**src/rtl/tick_period_monitor.sv**
```systemverilog
// tick_period_monitor: measures the clock-cycle spacing between rising edges of
// a slow tick strobe, checks each period against EXPECTED +/- TOL, tracks lock
// after LOCK_COUNT consecutive good periods and counts errors (saturating).
module tick_period_monitor #(
    parameter int unsigned N          = 17,
    parameter int unsigned EXPECTED   = 100000,
    parameter int unsigned TOL        = 2,
    parameter int unsigned LOCK_COUNT = 4
) (
    input  logic         clock,
    input  logic         reset,
    input  logic         tick_in,
    output logic [N-1:0] period,
    output logic         period_valid,
    output logic         in_window,
    output logic         too_short,
    output logic         too_long,
    output logic         locked,
    output logic [7:0]   err_count
);

    localparam int unsigned W = N + 1;
    // Bounds are one bit wider than the counter so EXPECTED+TOL cannot wrap.
    localparam logic [W-1:0] LO_BOUND    = (EXPECTED >= TOL) ? W'(EXPECTED - TOL) : W'(0);
    localparam logic [W-1:0] HI_BOUND    = W'(EXPECTED + TOL);
    localparam logic [N-1:0] CNT_MAX     = {N{1'b1}};
    localparam logic [3:0]   LOCK_TARGET = 4'(LOCK_COUNT);

    typedef enum logic [1:0] {
        IDLE    = 2'd0,
        MEASURE = 2'd1,
        TIMEOUT = 2'd2
    } state_t;

    state_t       state, state_next;
    logic         tick_d;
    logic [N-1:0] cnt, cnt_next;
    logic [3:0]   good_run, good_run_next;
    logic [N-1:0] period_next;
    logic         period_valid_next;
    logic         in_window_next;
    logic         too_short_next;
    logic         too_long_next;
    logic         locked_next;
    logic [7:0]   err_count_next;
    logic         err_event;
    logic         tick_edge;
    logic [W-1:0] cnt_ext;

    assign tick_edge = tick_in & ~tick_d;
    assign cnt_ext   = {1'b0, cnt};

    // Next-state and next-output logic for the measurement FSM.
    always_comb begin
        state_next        = state;
        cnt_next          = cnt;
        good_run_next     = good_run;
        period_next       = period;
        period_valid_next = 1'b0;
        in_window_next    = in_window;
        too_short_next    = too_short;
        too_long_next     = too_long;
        locked_next       = locked;
        err_count_next    = err_count;
        err_event         = 1'b0;

        case (state)
            IDLE: begin
                if (tick_edge) begin
                    state_next = MEASURE;
                    cnt_next   = N'(1);
                end
            end
            MEASURE: begin
                if (tick_edge) begin
                    cnt_next          = N'(1);
                    period_next       = cnt;
                    period_valid_next = 1'b1;
                    if ((cnt_ext >= LO_BOUND) && (cnt_ext <= HI_BOUND)) begin
                        in_window_next = 1'b1;
                        too_short_next = 1'b0;
                        too_long_next  = 1'b0;
                        if (good_run < LOCK_TARGET) begin
                            good_run_next = good_run + 4'd1;
                        end
                        if (good_run_next == LOCK_TARGET) begin
                            locked_next = 1'b1;
                        end
                    end else begin
                        in_window_next = 1'b0;
                        too_short_next = (cnt_ext < LO_BOUND);
                        too_long_next  = (cnt_ext > HI_BOUND);
                        good_run_next  = 4'd0;
                        locked_next    = 1'b0;
                        err_event      = 1'b1;
                    end
                end else if (cnt == CNT_MAX) begin
                    // Flags are reported on entry so they appear one cycle after cnt saturates.
                    state_next     = TIMEOUT;
                    too_long_next  = 1'b1;
                    too_short_next = 1'b0;
                    in_window_next = 1'b0;
                    good_run_next  = 4'd0;
                    locked_next    = 1'b0;
                    err_event      = 1'b1;
                end else begin
                    cnt_next = cnt + N'(1);
                end
            end
            TIMEOUT: begin
                // Any edge seen here is deliberately dropped; the next edge restarts from IDLE.
                state_next = IDLE;
            end
            default: begin
                state_next = IDLE;
            end
        endcase

        if (err_event && (err_count != 8'hFF)) begin
            err_count_next = err_count + 8'd1;
        end
    end

    // State and output registers with synchronous reset.
    always_ff @(posedge clock) begin
        if (reset) begin
            state        <= IDLE;
            tick_d       <= 1'b0;
            cnt          <= '0;
            good_run     <= 4'd0;
            period       <= '0;
            period_valid <= 1'b0;
            in_window    <= 1'b0;
            too_short    <= 1'b0;
            too_long     <= 1'b0;
            locked       <= 1'b0;
            err_count    <= 8'd0;
        end else begin
            state        <= state_next;
            tick_d       <= tick_in;
            cnt          <= cnt_next;
            good_run     <= good_run_next;
            period       <= period_next;
            period_valid <= period_valid_next;
            in_window    <= in_window_next;
            too_short    <= too_short_next;
            too_long     <= too_long_next;
            locked       <= locked_next;
            err_count    <= err_count_next;
        end
    end

endmodule

```
**config.mk**
```make
export PLATFORM = sky130hd
export DESIGN_NAME = tick_period_monitor
export DESIGN_NICKNAME = d
export VERILOG_FILES = /design/src/rtl/tick_period_monitor.sv
export SDC_FILE = /design/constraint.sdc
export NUM_CORES = 1
export LEC_CHECK = 0
export CORE_AREA = 4 4 75 77
export DETAILED_ROUTE_END_ITERATION = 8
export DIE_AREA = 0 0 79 81
export PLACE_DENSITY = 0.83
export SLEW_MARGIN = 20
export SYNTH_ARGS = -nofsm -noshare
export SYNTH_HDL_FRONTEND = slang
export SYNTH_SLANG_ARGS = --single-unit
```
**constraint.sdc**
```tcl
create_clock -name clock -period 7 [get_ports clock]
set_clock_uncertainty 0.2 [all_clocks]
set_input_delay 0.7 -clock clock [delete_from_list [all_inputs] [get_ports clock]]
set_output_delay 0.7 -clock clock [all_outputs]
set_load 0.02 [all_outputs]
```
## Word-level counts from Yosys, hierarchy flattened

Index checks and enable logic that the tools add are counted.

- $add $sub $neg: 3
- Magnitude comparators: 5
- Eq/ne operators: 9
- Mux-type cells: 31
- Bitwise logic cells: 3
- Reduce and logical (&&, ||, !) cells: 11

Operator list:

| operator | number |
|---|---|
| $mux W17 | 3 |
| $pmux W17 S2 | 1 |
| $mux W4 | 7 |
| $add A17 B1 Y17 const B | 1 |
| $eq A17 B17 Y1 const B | 1 |
| $ge A17 B17 Y1 const B | 1 |
| $gt A17 B17 Y1 const B | 1 |
| $le A17 B17 Y1 const B | 1 |
| $lt A17 B17 Y1 const B | 1 |
| $mux W1 | 16 |
| $reduce_and A3 Y1 | 3 |
| $add A8 B1 Y8 const B | 1 |
| $ne A8 B8 Y1 const B | 1 |
| $mux W2 | 3 |
| $ne A2 B2 Y1 const B | 3 |
| $add A4 B1 Y4 const B | 1 |
| $eq A4 B3 Y1 const B | 1 |
| $lt A4 B3 Y1 const B | 1 |
| $pmux W2 S2 | 1 |
| $reduce_and A2 Y1 | 2 |
| $reduce_bool A2 Y1 | 2 |
| $ne A3 B2 Y1 const B | 1 |
| $ne A3 B3 Y1 const B | 1 |
| $eq A2 B1 Y1 const B | 1 |
| other kinds (5) | 7 |

- Bits in registers: 54
- Bits of input ports: 3
- Output and inout port bits: 30

## Logic depth before layout (Yosys ltp)

- Depth in word-level cells: 9
- Depth in mapped cells: 11

## Worst setup path before layout

No wires, ideal clock.

- Path type: register to register
- Start point: reg cnt[7]
- End point: reg err_count[7]
- Setup time: 0.071 ns
- Arrival time: 2.477 ns
- Data required time: 6.729 ns
- Setup slack: 4.252 ns
- Stages on the path, launching flop included: 11
- Path buffers: 1
- Path through: dfxtp_1 > clkbuf_1 > and3_1 > and3_1 > and3_1 > ha_1 > o21ai_0 > a21oi_1 > o21ai_4 > or4_1 > a21oi_1

- Longest elaborated chain between the ends: 6
- Elaborated cells between the ends (all ways): 9
- Classes of those cells: order compare (2); eq/ne (1); mux (4); reduce/logical (2)

RTL lines:

| what | line | RTL |
|---|---|---|
| from (decl) | 37 | `logic [N-1:0] cnt, cnt_next;` |
| from (signal assigned) | 141 | `cnt <= cnt_next;` |
| $ge A17 B17 Y1 / $le A17 B17 Y1 (equally long branches) | 79 | `if ((cnt_ext >= LO_BOUND) && (cnt_ext <= HI_BOUND)) begin` |
| $logic_and A1 B1 Y1 | 79 |  |
| $mux W1 | 79 |  |
| $mux W1 (*) | 75 | `if (tick_edge) begin` |
| $mux W1 (*) | 67 | `case (state)` |
| $logic_and A1 B1 Y1 (*) | 119 | `if (err_event && (err_count != 8'hFF)) begin` |
| to (signal assigned) | 149 | `err_count <= err_count_next;` |
| to (decl) | 19 | `output logic [7:0] err_count` |

Mark *: on every way between the ends. The rest lies on a longest branch, timed or not.
A chain may end at the register's enable or synchronous reset.

## Worst setup path in the final report

- Start point: reg cnt[1]
- End point: reg err_count[5]

The elaborated chain is that of the path after synthesis.

==> impl_metrics.json <==
{
  "yosys_warnings": 0,
  "clock_latency_ns": 0.31,
  "synthSimpleGateAreaFrac_pct": 28.5,
  "antenna_found_initial": 0,
  "drt_iter0_markers": 127,
  "cts.sinks": 54,
  "drcViolationCount": 0,
  "num_rows": 26,
  "syn_inst": 291,
  "whs_ns": 0.260,
  "clkTransAtPathRegs_ns": 0.10,
  "ff2ff_setup_slack_ns": 3.93,
  "synth-seq-cells": 54,
  "p_leak_nw": 0.952,
  "min_path_type": "flop to flop",
  "ioPinCount": 33,
  "status": "finished, final reports clean",
  "synth_top_family_by_area": "simple AND/OR/NAND/NOR gates",
  "relSlewSlack_pct": 55.0,
  "die_height_um": 81,
  "startpoint_type": "flop",
  "area_growth_pct": 19.1,
  "dp.cells": 382,
  "cts_hold_buffers": 0,
  "num-nets-final": 327,
  "design.core.area_mm2": 0.00501,
  "synthAdderAreaFrac_pct": 2.60,
  "yosysTopAreaCellShare_pct": 44.9,
  "slew_violations": 0,
  "die_area_mm2": 0.00640,
  "ys_seq_area_share_pct": 44.9,
  "syn_area_per_cell_um2": 8.27,
  "htree_num_levels": 2,
  "antenna_cells": 0,
  "utilization_pct": 57.2,
  "start_util_pct": 48.1,
  "crit_start": "cnt[1]",
  "ir_worst_vdd_mv": 0.112,
  "pre_cts_ws_ns": 3.90,
  "grt_pass1_vias": 2059,
  "grt_pass1_wl_um": 9180,
  "crit_path_max_fanout": 10,
  "rr_startpoint": "cnt[1]",
  "cts-root-buf": "clkbuf_8",
  "dpl_cell_area_mm2": 0.00278,
  "powerDensity_mw_per_mm2": 181,
  "drive_above_1_share_pct": 7.19,
  "finalSetupViolCount": 0,
  "drt-vias-per-instance": 5.31,
  "power_mw": 0.519,
  "synth_xor_area_share_pct": 4.37,
  "gr-usage-all-layers_pct": 17.8,
  "grt.overflow.total": 0,
  "synth-edff-count": 0,
  "die_x_um": 79,
  "clockBufferDepth": 2,
  "cts_buffers": 5,
  "yosysUniqueCellTypes": 47,
  "post-route-min-period_ns": 3.07,
  "cts_tree": "done",
  "first_pass_iters": 4,
  "hp-start": "period[1]",
  "crit_end": "err_count[5]",
  "required_ns": 7.05,
  "r2r_cells": 10,
  "drt.antenna.violating_nets": 0,
  "yosys-top-cells-area": "dfxtp_1 (45%), nand2_1 (7.8%), a21oi_1 (6.9%)",
  "design_area_mm2": 0.00287,
  "synth-async-reset-ratio_pct": 0,
  "wl_um": 5220,
  "fin_ws_ns": 3.93,
  "vias": 2071,
  "port-buffer-count": 32,
  "finalNonFillerCells": 390,
  "worstSetupEndpointType": "flop",
  "yosysTopAreaCell": "dfxtp_1",
  "synth_nets": 299,
  "grt_max_degree": 42,
  "synth_compound_area_share_pct": 15.9,
  "post_cts_resized": 0,
  "dp_hpwl_um": 3670,
  "drv_cap": 0,
  "worstReg2RegEnd": "err_count[5]",
  "fin_crit_sh_pct": 43.9,
  "tightest_slew_ns": 0.674,
  "setup.worst_path.class": "flop to flop",
  "hold_viol_final": 0,
  "finalSetupTns_ns": 0,
  "synthFlopType": "dfxtp_1",
  "place_congestion": 0.892,
  "post_cts_buffers": 0,
  "synth_area_mm2": 0.00241,
  "rsz0062_at_grt": "false",
  "wl_per_cell_um": 13.4,
  "synth_mux_area_share_pct": 1.25,
  "worstPathArrival_ns": 3.12,
  "fmax_mhz": 326
}
-- worst min-delay path by stage --
stage                      end  slack (ns)  cells past startpoint
floorplan           period[13]        0.25                      2
global placement     period[5]        0.25                      2
detailed placement   period[1]        0.25                      2
CTS                  period[1]        0.26                      2
global route         period[9]        0.29                      2
finish               period[1]        0.26                      2
-- layer usage --
layer	wire length [um]	part of all wire, %	global-route usage, %	vias up
met3	211	4.0	4.10	6
met5	0	0	0	-
met4	57	1.1	5.84	0
li1	-	-	-	1063
met2	2480	48	30.3	42
met1	2470	47	22.4	960
-- Yosys cell counts (3+ instances only) --
| master | n |
|---|---|
| dfxtp_1 | 54 |
| nand2_1 | 50 |
| nor2_1 | 35 |
| a21oi_1 | 33 |
| nand3_1 | 12 |
| clkbuf_1 | 10 |
| nor3_1 | 10 |
| xor2_1 | 8 |
| o21ai_0 | 7 |
| ha_1 | 5 |
| and3_1 | 4 |
| nand2b_1 | 4 |
| xnor2_1 | 4 |
| inv_1 | 3 |
| mux2i_1 | 3 |
| nand4_1 | 3 |
| nor2b_1 | 3 |
| or4_1 | 3 |
-- worst max-delay path, cell delays in order, from the launching register on --
cell     delay, ns
dfxtp_1       0.53
ha_1          0.26
nand2_1       0.10
nor3_1        0.14
and3_1        0.20
ha_1          0.21
o21ai_0       0.26
a21oi_1       0.33
o21ai_4       0.16
or4_1         0.48
a21oi_1       0.15
-- sequential cells by signal (all words and copies together) (netlist names), 2 cells and up --
register / flops
err_count: 8
good_run: 4
state: 2
period: 17
cnt: 17
-- final cells by class --
cell class	count	area (um^2)
Tap cell	70	87.6
Timing Repair Buffer	33	328
Multi-Input combinational cell	222	1270
Clock inverter	3	21.3
Clock buffer	5	68.8
Inverter	3	11.3
Sequential cell	54	1080
Fill cell	472	2140
-- cells in the final DEF (no fill, tap or decap), types with 5 or more instances in the layout --
cell type and instances:
clkbuf_8 5, ha_1 5, dfxtp_1 54, nor3_1 10, clkdlybuf4s50_1 32, a21oi_1 33
xor2_1 8, nand3_1 12, nand2_1 50, o21ai_0 7, nor2_1 34
-- cells by family after synthesis --
logic type / Yosys count
XOR/XNOR: 12
AO/OA/AOI/OAI: 60
flip-flops: 54
AND/OR/NAND/NOR: 142
buffers and inverters: 15
multiplexers: 3
adder cells (fa/ha/maj): 5
-- power breakdown --
group / switching (mW) / internal (mW) / total (mW)
Clock: 0.103 / 0.0705 / 0.174
Sequential: 0.00306 / 0.310 / 0.313
Combinational: 0.0214 / 0.0107 / 0.0321
(Power assumes the default switching activity.)
